**config.mk**
```make
export PLATFORM = sky130hd
export DESIGN_NAME = seg7_scan_decoder
export DESIGN_NICKNAME = d
export VERILOG_FILES = /design/src/rtl/seg7_scan_decoder.sv
export SDC_FILE = /design/constraint.sdc
export NUM_CORES = 1
export LEC_CHECK = 0
export ABC_AREA = 1
export BUFFER_PORTS_ARGS = -buffer_cell sky130_fd_sc_hd__buf_2
export CAP_MARGIN = 30
export CORE_MARGIN = 2
export CORE_UTILIZATION = 52
export CTS_CLUSTER_SIZE = 10
export DETAILED_ROUTE_END_ITERATION = 6
export PLACE_DENSITY = 0.76
export SLEW_MARGIN = 15
export SYNTH_ARGS = -nofsm -noshare
export SYNTH_HDL_FRONTEND = slang
export SYNTH_SLANG_ARGS = --single-unit
```
**constraint.sdc**
```tcl
create_clock -name iclk -period 2.3 [get_ports iclk]
set_input_delay 0.46 -clock iclk [delete_from_list [all_inputs] [get_ports iclk]]
set_output_delay 0.46 -clock iclk [all_outputs]
set_load 0.05 [all_outputs]
```
**src/rtl/seg7_scan_decoder.sv**
```systemverilog
// seg7_scan_decoder: one-hot scan consumer driving a 4-digit 7-segment display
// Double-buffered digit data (shadow -> active at frame start), anode dead-time
// after every select change, sticky invalid-select flag.
// Optional feature: define SEG7_LZB_EN for leading-zero blanking of digits 3..1.
// Ports:
//   iclk, ireset_n  clock (posedge), asynchronous active-low reset
//   ivsel[3:0]      one-hot digit select, bit k = digit k
//   ivdata[15:0]    digit nibbles, digit0 = [3:0] .. digit3 = [15:12]
//   ivdp[3:0]       decimal point per digit
//   iload           strobe: capture ivdata/ivdp into the shadow buffer
//   iclr_err        clears oerr
//   ovseg[6:0]      segments {g,f,e,d,c,b,a}
//   odp             decimal point of the displayed digit
//   ovan[3:0]       anode enables, bit k = digit k
//   oerr            sticky: select was not exactly one-hot
module seg7_scan_decoder #(
  parameter int DEAD_CYC    = 8,
  parameter bit SEG_ACT_LOW = 1'b1,
  parameter bit AN_ACT_LOW  = 1'b1
) (
  input  logic        iclk,
  input  logic        ireset_n,
  input  logic [3:0]  ivsel,
  input  logic [15:0] ivdata,
  input  logic [3:0]  ivdp,
  input  logic        iload,
  input  logic        iclr_err,
  output logic [6:0]  ovseg,
  output logic        odp,
  output logic [3:0]  ovan,
  output logic        oerr
);
  localparam int CW = (DEAD_CYC > 0) ? $clog2(DEAD_CYC + 1) : 1;
  localparam logic [CW-1:0] CNT_INIT = CW'(DEAD_CYC);
  localparam logic [CW-1:0] CNT_LD = (DEAD_CYC == 0) ? '0 : CW'(DEAD_CYC - 1);
  typedef enum logic [1:0] {BLANK, SHOW, FAULT} state_t;
  state_t state, state_nx;
  logic [CW-1:0] cnt, cnt_nx;
  logic [3:0] sel_q, prev_q;
  logic arm;
  logic [19:0] shadow, active;
  logic sel_ok, prev_ok, chg, fault, frame_start;
  logic show, dp_bit, lzb;
  logic [3:0] nib, an_nx;
  logic [6:0] seg_on, seg_nx;
  logic dp_nx;

  function automatic logic [6:0] hex7(input logic [3:0] n);
    case (n)
      4'h0: hex7 = 7'h3F;
      4'h1: hex7 = 7'h06;
      4'h2: hex7 = 7'h5B;
      4'h3: hex7 = 7'h4F;
      4'h4: hex7 = 7'h66;
      4'h5: hex7 = 7'h6D;
      4'h6: hex7 = 7'h7D;
      4'h7: hex7 = 7'h07;
      4'h8: hex7 = 7'h7F;
      4'h9: hex7 = 7'h6F;
      4'hA: hex7 = 7'h77;
      4'hB: hex7 = 7'h7C;
      4'hC: hex7 = 7'h39;
      4'hD: hex7 = 7'h5E;
      4'hE: hex7 = 7'h79;
      default: hex7 = 7'h71;
    endcase
  endfunction

  assign sel_ok  = $onehot(sel_q);
  assign prev_ok = $onehot(prev_q);
  assign chg     = sel_q != prev_q;
  // arm masks the reset value of sel_q (0000) so it is not reported as a fault
  assign fault   = arm && !sel_ok;
  assign frame_start = (sel_q == 4'b0001) && (prev_q != 4'b0001);

  always_comb begin
    state_nx = state;
    cnt_nx   = cnt;
    case (state)
      BLANK:
        if (fault) state_nx = FAULT;
        else if (chg && prev_ok) cnt_nx = CNT_LD;
        else if (cnt == '0) state_nx = sel_ok ? SHOW : BLANK;
        else cnt_nx = cnt - 1'b1;
      SHOW:
        if (fault) state_nx = FAULT;
        else if (chg && DEAD_CYC != 0) begin
          state_nx = BLANK;
          cnt_nx   = CNT_LD;
        end
      FAULT:
        if (sel_ok) begin
          state_nx = BLANK;
          cnt_nx   = CNT_LD;
        end
      default: state_nx = BLANK;
    endcase
  end

  // The display follows prev_q: on the edge where a new select arrives the old
  // digit is still shown, so the anode never switches without passing BLANK.
  assign show   = (state == SHOW) && prev_ok;
  assign nib    = prev_q[3] ? active[15:12] : prev_q[2] ? active[11:8] :
                  prev_q[1] ? active[7:4] : active[3:0];
  assign dp_bit = |(prev_q & active[19:16]);
`ifdef SEG7_LZB_EN
  assign lzb = (prev_q[3] && active[15:12] == 4'h0) ||
               (prev_q[2] && active[15:8] == 8'h00) ||
               (prev_q[1] && active[15:4] == 12'h000);
`else
  assign lzb = 1'b0;
`endif
  assign seg_on = (show && !lzb) ? hex7(nib) : 7'h00;
  assign an_nx  = (show ? prev_q : 4'h0) ^ {4{AN_ACT_LOW}};
  assign seg_nx = seg_on ^ {7{SEG_ACT_LOW}};
  assign dp_nx  = (show & dp_bit) ^ SEG_ACT_LOW;

  always_ff @(posedge iclk or negedge ireset_n) begin
    if (!ireset_n) begin
      state  <= BLANK;
      cnt    <= CNT_INIT;
      sel_q  <= 4'h0;
      prev_q <= 4'h0;
      arm    <= 1'b0;
      shadow <= '0;
      active <= '0;
      oerr   <= 1'b0;
      ovan   <= {4{AN_ACT_LOW}};
      ovseg  <= {7{SEG_ACT_LOW}};
      odp    <= SEG_ACT_LOW;
    end else begin
      state  <= state_nx;
      cnt    <= cnt_nx;
      sel_q  <= ivsel;
      prev_q <= sel_q;
      arm    <= 1'b1;
      if (iload) shadow <= {ivdp, ivdata};
      if (frame_start) active <= shadow;
      oerr   <= fault | (oerr & ~iclr_err);
      ovan   <= an_nx;
      ovseg  <= seg_nx;
      odp    <= dp_nx;
    end
  end
endmodule
```
==> metrics.md, run 1 <==
| Metric | Value |
|---|---|
| Drt via density | around 5.0 |
| Vias in the first global route | roughly 2,400 |
| Final period util | 103.8% |
| Core Rows | 28 |
| Most frequent cells after synthesis | 96 x nand2_1, 55 x dfrtp_1, 45 x inv_1, 36 x o21ai_0, 19 x nand3_1 |
| EDFF count, synth | 0 |
| Vias | roughly 2,500 |
| CP max stage cell | fa_1 |
| Failing checks | negative setup slack |
| Status | complete, but fails checks |
| FILL cells | 493 |
| Initial antenna violation count | 0 |
| Cells after Synth | 358 |
| Per-cell routed wire length | 12.93 µm |
| Power Internal | around 2.4 mW |
| Clock Tree Root | clkbuf_8 |
| Fmax | about 0.42 GHz |
| Kind of critical path | flop to flop |
| Max Slew Vio Count | 0 |
| First-pass DRT Iterations | 4 |
| Yosys warning count | 0 |
| Height of the die | roughly 83 µm |
| Antenna-violating nets left | 0 |
| Area of the multi-input gates | 1355 µm² |
| Leakage power | between 1.5 and 2 nW |
| Worst Setup End Kind | flop |
| Reg area | 1718 µm² |
| Worst skew pair latency | about 0.35 ns |
| Post-synth top flop | dfrtp_1 |
| Unique masters post-synth | 40 |
| Min-Delay Path Class | input port to asynchronous set/reset pin |
| Register share of total power | between 40 and 50% |
| Setup slack at placement | -0.1317 ns |
| Core area | ~6000 µm² |
| Die Wd | about 83 µm |
| Crit path cell chain | inv_2 -> fa_1 -> inv_2 -> ha_4 -> ha_4 -> nand3b_1 -> nand2_1 -> inv_1 -> nor3_2 -> nand2_1 -> inv_2 -> nand2_4 -> nand2_2 -> nand2_1 |
| Final Setup Violations | 4 |
| CP Launch Type | flop |
| Hold-fix buffers at CTS | 0 |
| Avg Inst Size Synth | 9.115 µm² |
| Post-synthesis register bit count | 68 |
| Reg clk slew, reported paths | 0.08 ns |
| Layout cells sized above 1 | 29.79% |
| Least-Margin Pin Slew | just over 0.6 ns |
| Area grow syn2layout | 20.82% |
| CTS Buffer Depth | 2 |
| GP Congestion | between 0.8 and 0.9 |
| Largest cells by area after synthesis | dfrtp_1 42%, nand2_1 11%, dfstp_2 10% |
| Diodes inserted | 0 |
| GR Overflow Total | 0 |
| RSZ-0062 raised after global routing | true |
| Synth top area share | 42.18% |
| Dpl hpwl | around 4.4 mm |
| Final WL | between 6 and 7 mm |
| Arrival time worst endpoint | 2.63 ns |
| Post-route worst setup slack | -0.08774 ns |
| PortBufs | 40 |
| Pwr/cell area | 917.9 nW/µm² |
| Post-route DRC | 0 |
| Syn Nets | between 400 and 500 |
| Hold_ws | approximately 0.12 ns |
| Nets | around 460 |
| Max Clock Skew | between 0.01 and 0.015 ns |
| Max Cap Viol | 0 |
| Combinational Power Share | ~30% |
| Die area | about 6900 µm² |
| Top-count cell post-synth | nand2_1 |
| Power share of the clock group | between 20% and 30% |
| Worst reg2reg path depth | 14 |
| Tmin final | between 2 and 2.5 ns |
| Normalized max-slew margin | between 50% and 60% |
| Synth area leader | dfrtp_1 |
| H-tree levels | 3 |
| Sequential area share after synthesis | a little over half |
| Worst-path fanout max | 5 |
| CTS tree | yes |
| GR Util All Layers | ~20% |
| 1st-iter DRT viols | 84 |
| Net Sw Frac | 33.46% |
| Synthesized area | roughly 3300 µm² |
| Pin count of the biggest net entering global routing | 43 |
| Io pins | between 40 and 50 |
| First-pass GRT wire length | 10.96 mm |
| Net Switching | roughly 1.2 mW |
| Initial Utilization | 54.47% |
| Clk sinks | just under 70 |
| Max VDD drop | roughly 0.0006 V |
| Critical Path RT | ~2.5 ns |
| Async set-reset flop share out of synthesis | 100.0% |
| Crit path largest cell delay | 0.54 ns |
| Hold Vio Cnt, Final | 0 |
| Num CTS Buffers | 9 |
[power by group through the flow]
stage,logic [mW],clock network [mW],registers [mW]
after floorplan,0.694,0,1.53
after CTS,1.02,1.09,1.48
after global routing,1.20,1.14,1.50
after global placement,0.950,0,1.49
final,1.07,1.07,1.48
after detailed placement,1.00,0,1.50
[through the flow]
stage | cell area (µm²) | instances | utilization [%] | total power [mW] | TNS (ns)
floorplan | 3268 | 358 | - | 2.221 | -0.0007676
global placement | 3640 | 478 | 60.76 | 2.439 | -0.07578
detailed placement | 3640 | 478 | 60.76 | 2.496 | -0.4318
CTS | 3891 | 496 | 64.95 | 3.588 | -0.1469
global route | 3943 | 498 | 65.81 | 3.841 | -0.9401
finish | 3943 | 498 | 65.81 | 3.619 | -0.3023
[sequential cells by signal (all words and copies together), names as in the netlist, 2 cells and up]
register	flops
active	20
shadow	20
ovseg	7
cnt	4
ovan	4
prev_q	4
sel_q	4
state	2
[kinds of logic after synthesis]
kind of cell             after synthesis  synth area share (%)
other                                  1                0.1149
flip-flops                            68                 52.65
AND/OR/NAND/NOR                      145                 20.78
buffers and inverters                 62                 7.439
AO/OA/AOI/OAI                         63                 11.39
XOR/XNOR                               1                0.2685
adder cells (fa/ha/maj)               18                 7.362
[routing by layer]
| metal | vias up | track usage [%] | routed length, µm | share of wire, % |
|---|---|---|---|---|
| met2 | 58 | 31.30 | 2976 | 46 |
| met3 | 15 | 4.374 | 302 | 4.7 |
| met4 | 0 | 9.538 | 183 | 2.8 |
| met5 | - | 0 | 0 | 0 |
| li1 | 1256 | - | - | - |
| met1 | 1138 | 25.57 | 2974 | 46 |
[path summary, 6_finish.rpt]
path                       slack (ns)  startpoint       end
min reg2reg                      0.48      cnt[2]    cnt[2]
min                              0.12    ireset_n  sel_q[1]
min in group iclk                0.21    ivsel[2]  sel_q[2]
max                             -0.09    sel_q[3]    cnt[0]
max in group asynchronous        1.50    ireset_n  ovseg[6]
max reg2reg                     -0.09    sel_q[3]    cnt[0]
[area by class of cell]
class	instances	area share, %
clock buffer	13	4.538
multi-input combinational	228	34.37
timing repair buffer	59	9.108
clock inverter	3	1.079
tap	75	2.380
sequential	68	43.57
inverter	52	4.951
[cells in the final DEF, fill, tap and decap left out, drive strengths merged, types with 2 or more instances in the layout]
master,n
a21boi,2
a21oi,3
a22o,2
buf,59
clkbuf,13
dfrtp,55
dfstp,13
fa,2
ha,16
inv,52
nand2,103
nand3,20
nand3b,2
nand4,4
nor2,12
o211ai,4
o21ai,47
o21bai,3
or2,2
[worst max-delay path, delay by kind of cell, from the launching register on]
kind / cells / cell delay [ns]
adder cells (fa/ha/maj): 3 / 0.89
buffers and inverters: 4 / 0.27
flip-flops: 1 / 0.36
AND/OR/NAND/NOR: 7 / 0.74
[what timing repair did]
item | 4_1_cts | 5_1_grt
setup endpoints to repair | 5 | 9
endpoints found under the hold margin | 0 | 0
gates resized for setup | 2 | 7
pin swaps | 4 | 12
buffers inserted | 2 | 2
No activity file was read; power rests on OpenSTA's default activity.
==> inputs of run 2 (changes only) <==
Settings changed: CORE_ASPECT_RATIO from default to 1.2.
==> metrics.md, run 2 (synthesis gave the netlist of run 1 again) <==
| Metric | Value |
|---|---|
| Per-cell routed wire length | around 11 µm |
| Buffers plus inverters on the worst setup path | 4 |
| Failing checks | negative setup slack |
| Hold Vio Cnt, Final | 0 |
| Dpl hpwl | roughly 4.2 mm |
| GR Util All Layers | between 10% and 20% |
| Clock Tree Root | clkbuf_8 |
| Hold_ws | between 0.06 and 0.07 ns |
| 1st-iter DRT viols | ~100 |
| Die Wd | 76.32 µm |
| Crit path largest cell delay | 0.53 ns |
| Area of the multi-input gates | between 1000 and 1500 µm² |
| Post-route worst setup slack | -0.1032 ns |
| Largest registers | active x20, shadow x20, ovseg x7 |
| Worst Setup End Kind | flop |
| Area after DPL | between 3000 and 4000 µm² |
| Vias in the first global route | about 2,400 |
| Nets | 461 |
| Reg clk slew, reported paths | approximately 0.070 ns |
| Max Cap Viol | 0 |
| Final WL | between 5 and 6 mm |
| Worst reg2reg path depth | 14 |
| Antenna-violating nets left | 0 |
| CP Launch Type | flop |
| CTS Buffer Depth | 2 |
| Fmax | 0.4161 GHz |
| Core Rows | 31 |
| GR Overflow Total | 0 |
| CP max stage cell | fa_1 |
| Tmin final | about 2.4 ns |
| Diodes inserted | 0 |
| Worst skew pair latency | approximately 0.34 ns |
| Final Setup Violations | 4 |
| Layout cells sized above 1 | 29.76% |
| Crit path cell chain | inv_2 -> fa_1 -> inv_1 -> ha_2 -> ha_4 -> nand3b_1 -> nand2_1 -> inv_1 -> nor3_2 -> nand2_1 -> inv_2 -> nand2_4 -> nand2_2 -> nand2_2 |
| Pwr/cell area | ~900 nW/µm² |
| First-pass GRT wire length | 10.32 mm |
| Most common cell after layout, fill and taps aside | nand2_1 |
| Min-Delay Path Class | input port to asynchronous set/reset pin |
| Core area | 6051 µm² |
| Initial antenna violation count | 0 |
| Levels on crit path | 14 |
| Num CTS Buffers | 9 |
| Post-route DRC | 0 |
| FILL cells | 509 |
| Arrival time worst endpoint | 2.64 ns |
| Clk sinks | about 70 |
| Worst-path fanout max | 5 |
| Most frequent cells in the layout | 90 x nand2_1, 55 x dfrtp_1, 42 x inv_1, 40 x buf_2, 36 x o21ai_0 |
| Leakage power | 1.947 nW |
| Core Util, Final | approximately 64% |
| Height of the die | a little over 90 µm |
| Critical Path RT | 2.53 ns |
| PortBufs | 40 |
| Normalized max-slew margin | between 60% and 70% |
| RSZ-0062 raised after global routing | true |
| Die area | 6927 µm² |
| First-pass DRT Iterations | 4 |
| Fin area | 3902 µm² |
| Max Slew Vio Count | 0 |
| Kind of critical path | flop to flop |
| Max VDD drop | roughly 0.00051 V |
| Setup slack at placement | -0.1269 ns |
| GP Congestion | around 0.83 |
| Initial Utilization | 53.93% |
| CTS tree | yes |
| Status | complete, but fails checks |
| Total power | between 3 and 4 mW |
| Critical path's top delay family | adder cells |
| Hold-fix buffers at CTS | 0 |
| Final period util | 104.5% |
| Drt via density | 4.873 |
| Pin count of the biggest net entering global routing | 48 |
| Max Clock Skew | between 0.008 and 0.009 ns |
| H-tree levels | 3 |
| Reg area | between 1500 and 2000 µm² |
| Io pins | a little over 40 |
| Vias | 2,446 |
| Area grow syn2layout | 19.59% |
| Least-Margin Pin Slew | between 0.5 and 0.6 ns |
run 2: changes by cell type in the layout (fill, tap and decap cells not counted), moves of 2 or more:
cell	previous run	this run
nand2_1	92	90
ha_4	3	1
buf_4	17	14
clkbuf_8	13	10
run 2: final timing paths:
path / startpoint / to / slack, ns
min in group iclk: ivsel[2] / sel_q[2] / 0.23
worst max-delay path: sel_q[0] / cnt[2] / -0.10
worst max register to register: sel_q[0] / cnt[2] / -0.10
worst min register to register: sel_q[1] / prev_q[1] / 0.42
max in group asynchronous: ireset_n / ovseg[4] / 1.57
worst min-delay path: ireset_n / shadow[1] / 0.07
run 2: per-layer routing:
metal / part of all wire [%] / track usage [%] / vias to the layer above / wire, µm
li1: - / - / 1252 / -
met1: 44 / 22.62 / 1121 / 2522
met2: 49 / 31.05 / 57 / 2847
met3: 3.7 / 3.800 / 16 / 212
met4: 3.1 / 10.30 / 0 / 180
met5: 0 / 0 / - / 0
run 2: where the power goes:
| part | total, mW | switching (mW) | internal [mW] |
|---|---|---|---|
| clock network | 0.973 | 0.446 | 0.527 |
| logic | 1.06 | 0.666 | 0.395 |
| registers | 1.48 | 0.0946 | 1.38 |
| total | 3.51 | 1.21 | 2.30 |
run 2: timing repair:
| item | in CTS | in global routing |
|---|---|---|
| buffers inserted | 2 | 1 |
| hold endpoints to repair | 0 | 0 |
| pin swaps | 5 | 9 |
| resized for setup | 3 | 9 |
| setup endpoints to repair | 5 | 13 |
run 2: cell type report:
type	count	share of cell area [%]
clock buffers	10	3.527
clock inverters	6	1.635
inverters	52	5.066
multi-input cells	228	34.50
flip-flops and latches	68	44.02
well taps	82	2.629
repair buffers	56	8.625
run 2: through the flow:
stage            TNS (ns)  instances
2_1_floorplan  -0.0007676        358
3_3_place_gp     -0.04531        484
3_5_place_dp      -0.4417        484
4_1_cts           -0.1279        502
5_1_grt            -1.290        502
6_report          -0.3260        502
